$ cat config.mk
export PLATFORM = sky130hd
export DESIGN_NAME = booths_divider
export DESIGN_NICKNAME = d
export VERILOG_FILES = /design/src/rtl/booths_divider.sv
export SDC_FILE = /design/constraint.sdc
export NUM_CORES = 1
export LEC_CHECK = 0
export CORE_UTILIZATION = 35
export DETAILED_ROUTE_END_ITERATION = 16
export PLACE_DENSITY_LB_ADDON = 0.05
export SYNTH_ARGS = -nofsm -noshare
export SYNTH_HDL_FRONTEND = slang
export SYNTH_SLANG_ARGS = --single-unit
export TNS_END_PERCENT = 30
$ cat constraint.sdc
create_clock -name clk -period 2.2 [get_ports clk]
set_input_delay 0.33 -clock clk [delete_from_list [all_inputs] [get_ports clk]]
set_output_delay 0.33 -clock clk [all_outputs]
set_load 0.01 [all_outputs]
$ cat src/rtl/booths_divider.sv
// Sequential signed divider: radix-2 restoring division on magnitudes, one quotient
// bit per clock, then a sign-correction step. Shares the start/valid handshake with the Booth multiplier.
module booths_divider #(
  parameter int WIDTH = 4
) (
  input  logic                    clk,
  input  logic                    rst,
  input  logic                    start,
  input  logic signed [WIDTH-1:0] X,
  input  logic signed [WIDTH-1:0] Y,
  output logic signed [WIDTH-1:0] Q,
  output logic signed [WIDTH-1:0] R,
  output logic                    dz,
  output logic                    busy,
  output logic                    valid
);

  localparam int CNT_W = $clog2(WIDTH + 1);

  typedef enum logic [1:0] {IDLE, CALC, FIX} state_t;

  state_t           state;
  logic             sx, sy, zdiv;
  logic [WIDTH-1:0] ax, ay, qreg, prem;
  logic [CNT_W-1:0] cnt;
  logic [WIDTH:0]   shifted, trial;

  // Magnitude of a two's-complement value; the most negative value maps to 2^(WIDTH-1).
  function automatic logic [WIDTH-1:0] mag(input logic signed [WIDTH-1:0] v);
    logic [WIDTH-1:0] u;
    u = v;
    return v[WIDTH-1] ? (~u + WIDTH'(1)) : u;
  endfunction

  // Conditional two's-complement negation, wrapping on overflow.
  function automatic logic [WIDTH-1:0] cneg(input logic [WIDTH-1:0] v, input logic neg);
    return neg ? (~v + WIDTH'(1)) : v;
  endfunction

  // Working remainder is one bit wider than the stored one so the trial sign is visible.
  always_comb begin
    shifted = {prem, qreg[WIDTH-1]};
    trial   = shifted - {1'b0, ay};
  end

  always_ff @(posedge clk or posedge rst) begin
    if (rst) begin
      state <= IDLE;
      sx    <= 1'b0;
      sy    <= 1'b0;
      zdiv  <= 1'b0;
      ax    <= '0;
      ay    <= '0;
      qreg  <= '0;
      prem  <= '0;
      cnt   <= '0;
      Q     <= '0;
      R     <= '0;
      dz    <= 1'b0;
      busy  <= 1'b0;
      valid <= 1'b0;
    end else begin
      case (state)
        IDLE: begin
          valid <= 1'b0;
          if (start) begin
            sx    <= X[WIDTH-1];
            sy    <= Y[WIDTH-1];
            ax    <= mag(X);
            ay    <= mag(Y);
            zdiv  <= (Y == '0);
            prem  <= '0;
            qreg  <= mag(X);
            cnt   <= '0;
            busy  <= 1'b1;
            state <= CALC;
          end
        end
        CALC: begin
          if (cnt == CNT_W'(WIDTH)) begin
            if (zdiv) begin
              Q  <= '1;
              R  <= cneg(ax, sx);
              dz <= 1'b1;
            end else begin
              Q  <= cneg(qreg, sx ^ sy);
              R  <= cneg(prem, sx);
              dz <= 1'b0;
            end
            valid <= 1'b1;
            state <= FIX;
          end else begin
            if (!trial[WIDTH]) begin
              prem <= trial[WIDTH-1:0];
              qreg <= {qreg[WIDTH-2:0], 1'b1};
            end else begin
              prem <= shifted[WIDTH-1:0];
              qreg <= {qreg[WIDTH-2:0], 1'b0};
            end
            cnt <= cnt + CNT_W'(1);
          end
        end
        FIX: begin
          valid <= 1'b0;
          busy  <= 1'b0;
          state <= IDLE;
        end
        default: state <= IDLE;
      endcase
    end
  end

endmodule

* Yosys cells after proc, flatten, opt, wreduce, memory -nomap -nowiden *
Cells that the tools add are included.

storage, ports and cells
  register bits after elaboration = 35
  input port bits = 11
  output and inout port bits = 11
  word-level logic and storage cells = 71

operators by class
  add/sub/neg operators = 7
  equality and inequality tests = 6
  multiplexer cells = 26
  bitwise operators = 6
  reduce and logical (&&, ||, !) cells = 12

operators by type and width
  kind                   count
  $mux W4                12
  $add A4 B1 Y4 const B  5
  $not A4 Y4             5
  $pmux W4 S2            2
  $reduce_and A2 Y1      5
  $mux W3                2
  $ne A2 B2 Y1 const B   3
  $pmux W3 S2            1
  $reduce_bool A2 Y1     3
  $sub A5 B4 Y5          1
  $logic_not A4 Y1       1
  $mux W1                4
  $mux W2                2
  $pmux W1 S2            2
  $pmux W2 S2            1
  $add A3 B1 Y3 const B  1
  $eq A3 B3 Y1 const B   1
  $reduce_and A3 Y1      1
  $eq A2 B1 Y1 const B   1
  $eq A2 B2 Y1 const B   1
  $logic_not A2 Y1       1
  $reduce_or A2 Y1       1
  $xor A1 B1 Y1          1

* Depth between registers and ports, before layout *
Gate-level depths: netlist (run 1).

  word-level depth = 5
  gate-level depth with buffers = 9
  depth with buffers taken out = 8

* Worst setup path before layout (run 1) *
Ideal clock, no wire load.

  path kind = reg2reg
  from = reg qreg[3]
  to = reg prem[2]
  library setup time = 69 ps
  arrival time = 2018 ps
  data required time = 2131 ps
  slack = 112 ps
  stages on the path, launching flop included = 9
  period minus slack after synthesis = 2088 ps
  cell sequence = dfrtp_1 > inv_1 > ha_1 > inv_1 > fa_1 > a211oi_2 > nor2_1 > or4_1 > nand3_1

between the ends
  cells in the longest elaborated chain, start to end = 4

RTL lines
  what                    RTL line  RTL
  start, declared         24        logic [WIDTH-1:0] ax, ay, qreg, prem;
  start signal, assigned  73        qreg <= mag(X);
  start signal, assigned  95        qreg <= {qreg[WIDTH-2:0], 1'b1};
  start signal, assigned  98        qreg <= {qreg[WIDTH-2:0], 1'b0};
  $sub A5 B4 Y5           43        trial = shifted - {1'b0, ay};
  $mux W4                 93        if (!trial[WIDTH]) begin
  $mux W4                 80        if (cnt == CNT_W'(WIDTH)) begin
  $pmux W4 S2             63        case (state)
  end signal, assigned    94        prem <= trial[WIDTH-1:0];
  end signal, assigned    97        prem <= shifted[WIDTH-1:0];
  end, declared           24

No other way between the ends. The select of a mux whose other input is x is not followed.
A chain may end at the register's enable or synchronous reset.

* Worst setup path after layout (run 1) *
Same ends and word-level chain as after synthesis.

==> impl_metrics.tcl, run 1 <==
set metrics [dict create \
    wl_per_cell_um 13.7 \
    final_layout_size_suffix_gt1_frac 0.0980 \
    drtPass1Iterations 4 \
    period_share 0.939 \
    worstSetupPathType "flop to flop" \
    clkTransAtPathRegs_ns 0.08 \
    crit_top_cell "inv_1" \
    crit_arrival_ns 2.29 \
    syn-num-nets 234 \
    cts.sinks 35 \
    slew_viol_final 0 \
    fin_ws_ns 0.134 \
    crit_path_top_delay_cell "or4_1" \
    leakagePower_uw 0.00110 \
    rows 26 \
    drt_iter0_drc 80 \
    ir_drop_v 0.000575 \
    cpLargestDelayFamily "simple AND/OR/NAND/NOR gates" \
    netlist_instances 211 \
    synth_cell_types 41 \
    ys_seq_area_frac 0.450 \
    dieWidth_um 76.5 \
    viasPerCell 4.87 \
    tightest_slew_ns 0.462 \
    numPortBuffers 21 \
    crit_chain "inv_1 -> ha_1 -> inv_1 -> fa_1 -> a211oi_2 -> nor2_2 -> or4_1 -> nand3_1" \
    clockRootBuffer "clkbuf_8" \
    cp.required_ns 2.43 \
    cts_buffers 5 \
    place.gp.congestion 0.856 \
    drtAntennaViolNets 0 \
    ys_warn_count 0 \
    path_buf_inv 2 \
    num_io_pins 22 \
    first_global_vias 1537 \
    synth-seq-cells 35 \
    fin_setup_tns_ns 0 \
    die_h_um 76.5 \
    hold_buffers 0 \
    fin_crit_ns 2.07 \
    outcome "finished clean" \
    initial_core_util 0.371 \
    synth_flop_cell "dfrtp_1" \
    cpPeakStageDelay_ns 0.51 \
    htree_num_levels 2 \
    crit_path_start_kind "flop" \
    r2r_start "qreg[3]" \
    drc_errors 0 \
    grt_max_degree 36 \
    area_growth_syn_to_layout_pct 22.7 \
    grt_first_pass_wirelength_mm 7.51 \
    grt_use_total 0.165 \
    clock_path_buffers 2 \
    slew_headroom 0.692 \
    grt_overflow 0 \
    powerDensity_nw_per_um2 1520 \
    syn_area_sq_um 1940 \
    critPathCaptureType "flop" \
    core_area_sq_um 5240 \
    min_path_type "primary input to asynchronous set/reset pin" \
    fmax_ghz 0.484 \
    avgSynthCellArea_sq_um 9.22 \
    async_flop_share 1.00 \
    antennaDiodeCount 0 \
    setup_viol 0 \
    clk-insertion-delay-late_ns 0.29 \
    antenna_found_initial 0 \
    cts_tree "built" \
    max_cap_viol_count 0 \
    hpwl_mm 3.30 \
    dieArea_sq_um 5860 \
    finClkSkew_ns 0.00973 \
    layout.nets 267 \
    num_vias 1535 \
    path_max_fanout 8 \
    rsz0062_at_grt "no" \
    hold_viol 0 \
    worstSetupStartpoint "qreg[3]" \
    routed_wl_mm 4.33 \
    synth_edf_count 0 \
    preCtsSetupSlack_ns 0.0872 \
]
-- stage by stage --
stage | hold WS (ns) | std cells | cell area, sq um | utilization | total power, uW
floorplan | 0.435 | 211 | 1940 | - | 2530
global placement | 0.460 | 307 | 2290 | 0.437 | 3120
detailed placement | 0.469 | 307 | 2290 | 0.437 | 3170
CTS | 0.468 | 315 | 2380 | 0.454 | 3640
global route | 0.504 | 315 | 2380 | 0.455 | 4010
finish | 0.465 | 315 | 2380 | 0.455 | 3640
-- synthesized netlist by cell type (all sizes together) (4+ instances only) --
cell type / number / area, sq um
nand3: 6 / 30.0
ha: 11 / 138
inv: 23 / 86.3
nand2: 29 / 109
mux2i: 5 / 50.1
xnor2: 9 / 78.8
o21ai: 15 / 75.1
buf: 5 / 33.8
a31oi: 4 / 25.0
nor2: 17 / 63.8
dfrtp: 35 / 876
a21oi: 15 / 78.8
-- worst reg2reg max path, stage by stage (launching register included) --
cell,delay (ns)
dfrtp_1,0.38
inv_1,0.06
ha_1,0.14
inv_1,0.05
fa_1,0.41
a211oi_2,0.25
nor2_2,0.12
or4_1,0.51
nand3_1,0.09
-- report_power, final --
part	internal, uW	leakage (uW)	switching [uW]	total [uW]
sequential	941	0.000426	229	1170
clock	221	0.0000412	234	456
combinational	979	0.000629	1030	2010
-- registers in the layout, summed over array words and instances, names as in the netlist --
signal	count
cnt	3
qreg	4
ax	4
state	2
sx	1
valid	1
zdiv	1
R	4
prem	4
sy	1
dz	1
busy	1
ay	4
Q	4
-- area by class of cell --
cell class / count / area [sq um]
Clock buffer: 6 / 72.6
Clock inverter: 2 / 12.5
Fill cell: 507 / 2850
Inverter: 24 / 90.1
Multi-Input combinational cell: 146 / 953
Sequential cell: 35 / 876
Tap cell: 70 / 87.6
Timing Repair Buffer: 32 / 293
-- cell families (layout without fill, tap and decap cells) --
logic type / after synthesis / in the layout / share of synthesized area
adders and majority gates: 12 / 12 / 0.0811
buffers and inverters: 30 / 64 / 0.0663
and+or+nand+nor: 71 / 71 / 0.171
muxes: 6 / 6 / 0.0373
DFF: 35 / 35 / 0.450
AOI/OAI and AO/OA: 46 / 46 / 0.144
xor gates and xnor gates: 11 / 11 / 0.0496
-- path summary, 6_finish.rpt --
check | endpoint | slack, ns | cells past startpoint
worst min-delay path | prem[3] | 0.47 | 3
worst max register to register | prem[2] | 0.13 | 8
worst min register to register | R[2] | 0.48 | 2
max in group asynchronous | ay[3] | 1.41 | 3
min in group clk | R[2] | 0.48 | 2
worst max-delay path | prem[2] | 0.13 | 8
-- routing by layer --
layer  wire (um)  up-vias  part of all wire  GRT usage
met1        2120      727              0.49      0.219
li1            -      774                 -          -
met3         120        9             0.028     0.0359
met2        2000       25              0.46      0.259
met4          88        0             0.020     0.0712
met5           0        -                 0          0
-- layout by cell type, fill, tap and decap left out, types with 2 or more instances in the layout --
cell             instances
dfrtp_1                 35
nand2_1                 29
inv_1                   23
clkdlybuf4s50_1         21
nor2_1                  16
a21oi_1                 14
o21ai_0                 14
ha_1                    11
buf_4                   11
xnor2_1                  9
nand3_1                  6
mux2i_1                  5
clkbuf_8                 5
a31oi_1                  4
nor2b_1                  3
nand2b_1                 3
nor3_1                   3
nor4b_1                  3
o211ai_1                 2
xor2_1                   2
nand3b_1                 2
o31ai_1                  2
-- repair_timing --
| action | in CTS | in global routing |
|---|---|---|
| setup endpoints to repair | 0 | 5 |
| gates resized for setup | 0 | 3 |
| buffers inserted | 0 | 0 |
(Power assumes the default switching activity.)
==> run 2: changes to the inputs <==
Settings changed: CORE_MARGIN from default to 3.
==> run 2 against run 1 <==
  * Hold slack worse by 0.018 ns
  * Via count is 1.4% higher
  * Clock power increased by 34%
  * Core utilization increased by 0.55 points
  * Clock skew up 0.00099 ns
  * Non-clock buffer count did not move
  * Sequential share of layout area is 0.44 points lower
==> impl_metrics.tcl, run 2 (synthesis results as in run 1) <==
set metrics [dict create \
    rows 26 \
    leakagePower_uw 0.00112 \
    preCtsSetupSlack_ns 0.0403 \
    drtPass1Iterations 4 \
    initial_core_util 0.371 \
    powerDensity_nw_per_um2 1560 \
    worstReg2RegEnd "prem[2]" \
    dieWidth_um 80.5 \
    critPathCaptureType "flop" \
    crit_arrival_ns 2.27 \
    place.gp.congestion 0.790 \
    final_common_cell "dfrtp_1" \
    num_vias 1556 \
    outcome "finished clean" \
    cts_buffers 5 \
    first_global_vias 1555 \
    drtAntennaViolNets 0 \
    setup_viol 0 \
    path_max_fanout 8 \
    drc_errors 0 \
    design_area_sq_um 2410 \
    num_io_pins 22 \
    grt_first_pass_wirelength_mm 7.64 \
    finClkSkew_ns 0.0107 \
    htree_num_levels 2 \
    ff2ff_path_depth 8 \
    cts_tree "built" \
    total_power_uw 3770 \
    r2r_start "qreg[3]" \
    numPortBuffers 21 \
    cp-endpoint "prem[2]" \
    rrSetupSlack_ns 0.15 \
    mostFrequentLayoutCells "35 x dfrtp_1, 29 x nand2_1, 23 x inv_1, 21 x clkdlybuf4s50_1, 16 x nor2_1" \
    dpl_cell_area_sq_um 2280 \
    cts.sinks 35 \
    grt_use_total 0.156 \
    cp.required_ns 2.42 \
    clock_path_buffers 2 \
    grt_max_degree 36 \
    clockRootBuffer "clkbuf_8" \
    antennaDiodeCount 0 \
    fmax_ghz 0.487 \
    die_h_um 80.5 \
    fin_ws_ns 0.148 \
    slew_headroom 0.688 \
    rsz0062_at_grt "no" \
    clk-insertion-delay-late_ns 0.29 \
    hold_buffers 0 \
    max_cap_viol_count 0 \
    wl_per_cell_um 14.0 \
    worstSetupPathType "flop to flop" \
    layout.nets 267 \
    ir_drop_v 0.000659 \
    fill_cells 499 \
    hold_viol 0 \
    dieArea_sq_um 6490 \
    grt_overflow 0 \
    period_share 0.933 \
    area_growth_syn_to_layout_pct 24.1 \
    viasPerCell 4.94 \
    hpwl_mm 3.33 \
    fin_setup_tns_ns 0 \
    min_path_type "primary input to asynchronous set/reset pin" \
    final_layout_size_suffix_gt1_frac 0.102 \
    routed_wl_mm 4.40 \
    clkTransAtPathRegs_ns 0.08 \
    drt_iter0_drc 94 \
    core_area_sq_um 5240 \
    fin_crit_ns 2.05 \
    crit_path_start_kind "flop" \
    whs_ns 0.448 \
    antenna_found_initial 0 \
    worstSetupStartpoint "qreg[3]" \
    slew_viol_final 0 \
    tightest_slew_ns 0.468 \
]
run 2: changes by cell type in the layout (fill, tap and decap cells not counted), sizes merged:
cell,delta
bufinv,+1
clkinvlp,-1
run 2: worst min-delay path by stage:
stage / end / slack [ns] / cells past startpoint / startpoint
floorplan: sx / 0.44 / 2 / X[3]
global placement: R[1] / 0.46 / 2 / R[1]
detailed placement: valid / 0.47 / 2 / valid
CTS: dz / 0.46 / 3 / rst
global route: R[1] / 0.50 / 2 / R[1]
finish: sy / 0.45 / 3 / rst
run 2: layer usage:
metal / wire length (um) / share of wire / vias up / global-route usage
met5: 0 / 0 / - / 0
met4: 57 / 0.013 / 0 / 0.0574
met3: 134 / 0.030 / 5 / 0.0359
met2: 2060 / 0.47 / 22 / 0.239
met1: 2140 / 0.49 / 747 / 0.212
li1: - / - / 782 / -
run 2: final cells by class:
cell class	instances	area, sq um	share of cell area
well taps	70	87.6	0.0363
clock inverters	2	35.0	0.0145
clock buffers	6	82.6	0.0342
flip-flops and latches	35	876	0.363
inverters	24	90.1	0.0373
repair buffers	32	293	0.121
multi-input cells	146	950	0.393
run 2: worst max-delay path: stages, from the launching register on:
cell      delay, ns
dfrtp_1        0.38
inv_1          0.06
ha_1           0.15
inv_1          0.06
fa_2           0.36
a211oi_2       0.27
nor2_2         0.12
or4_1          0.51
nand3_1        0.09
run 2: repair_timing:
action	CTS	global route
gates resized for setup	0	2
hold endpoints to repair	0	0
buffers inserted	0	1
endpoints found under the setup margin	0	3
run 2: stage by stage:
stage / std cells / util
after floorplan: 211 / -
after global placement: 306 / 0.436
after detailed placement: 306 / 0.436
after CTS: 314 / 0.458
after global routing: 315 / 0.461
final: 315 / 0.461
run 2: report_power, final:
part	total (uW)	internal [uW]	switching, uW	leakage, uW
registers	1170	941	230	0.000426
logic	1990	962	1030	0.000629
clock network	611	367	244	0.0000612
total	3770	2270	1500	0.00112
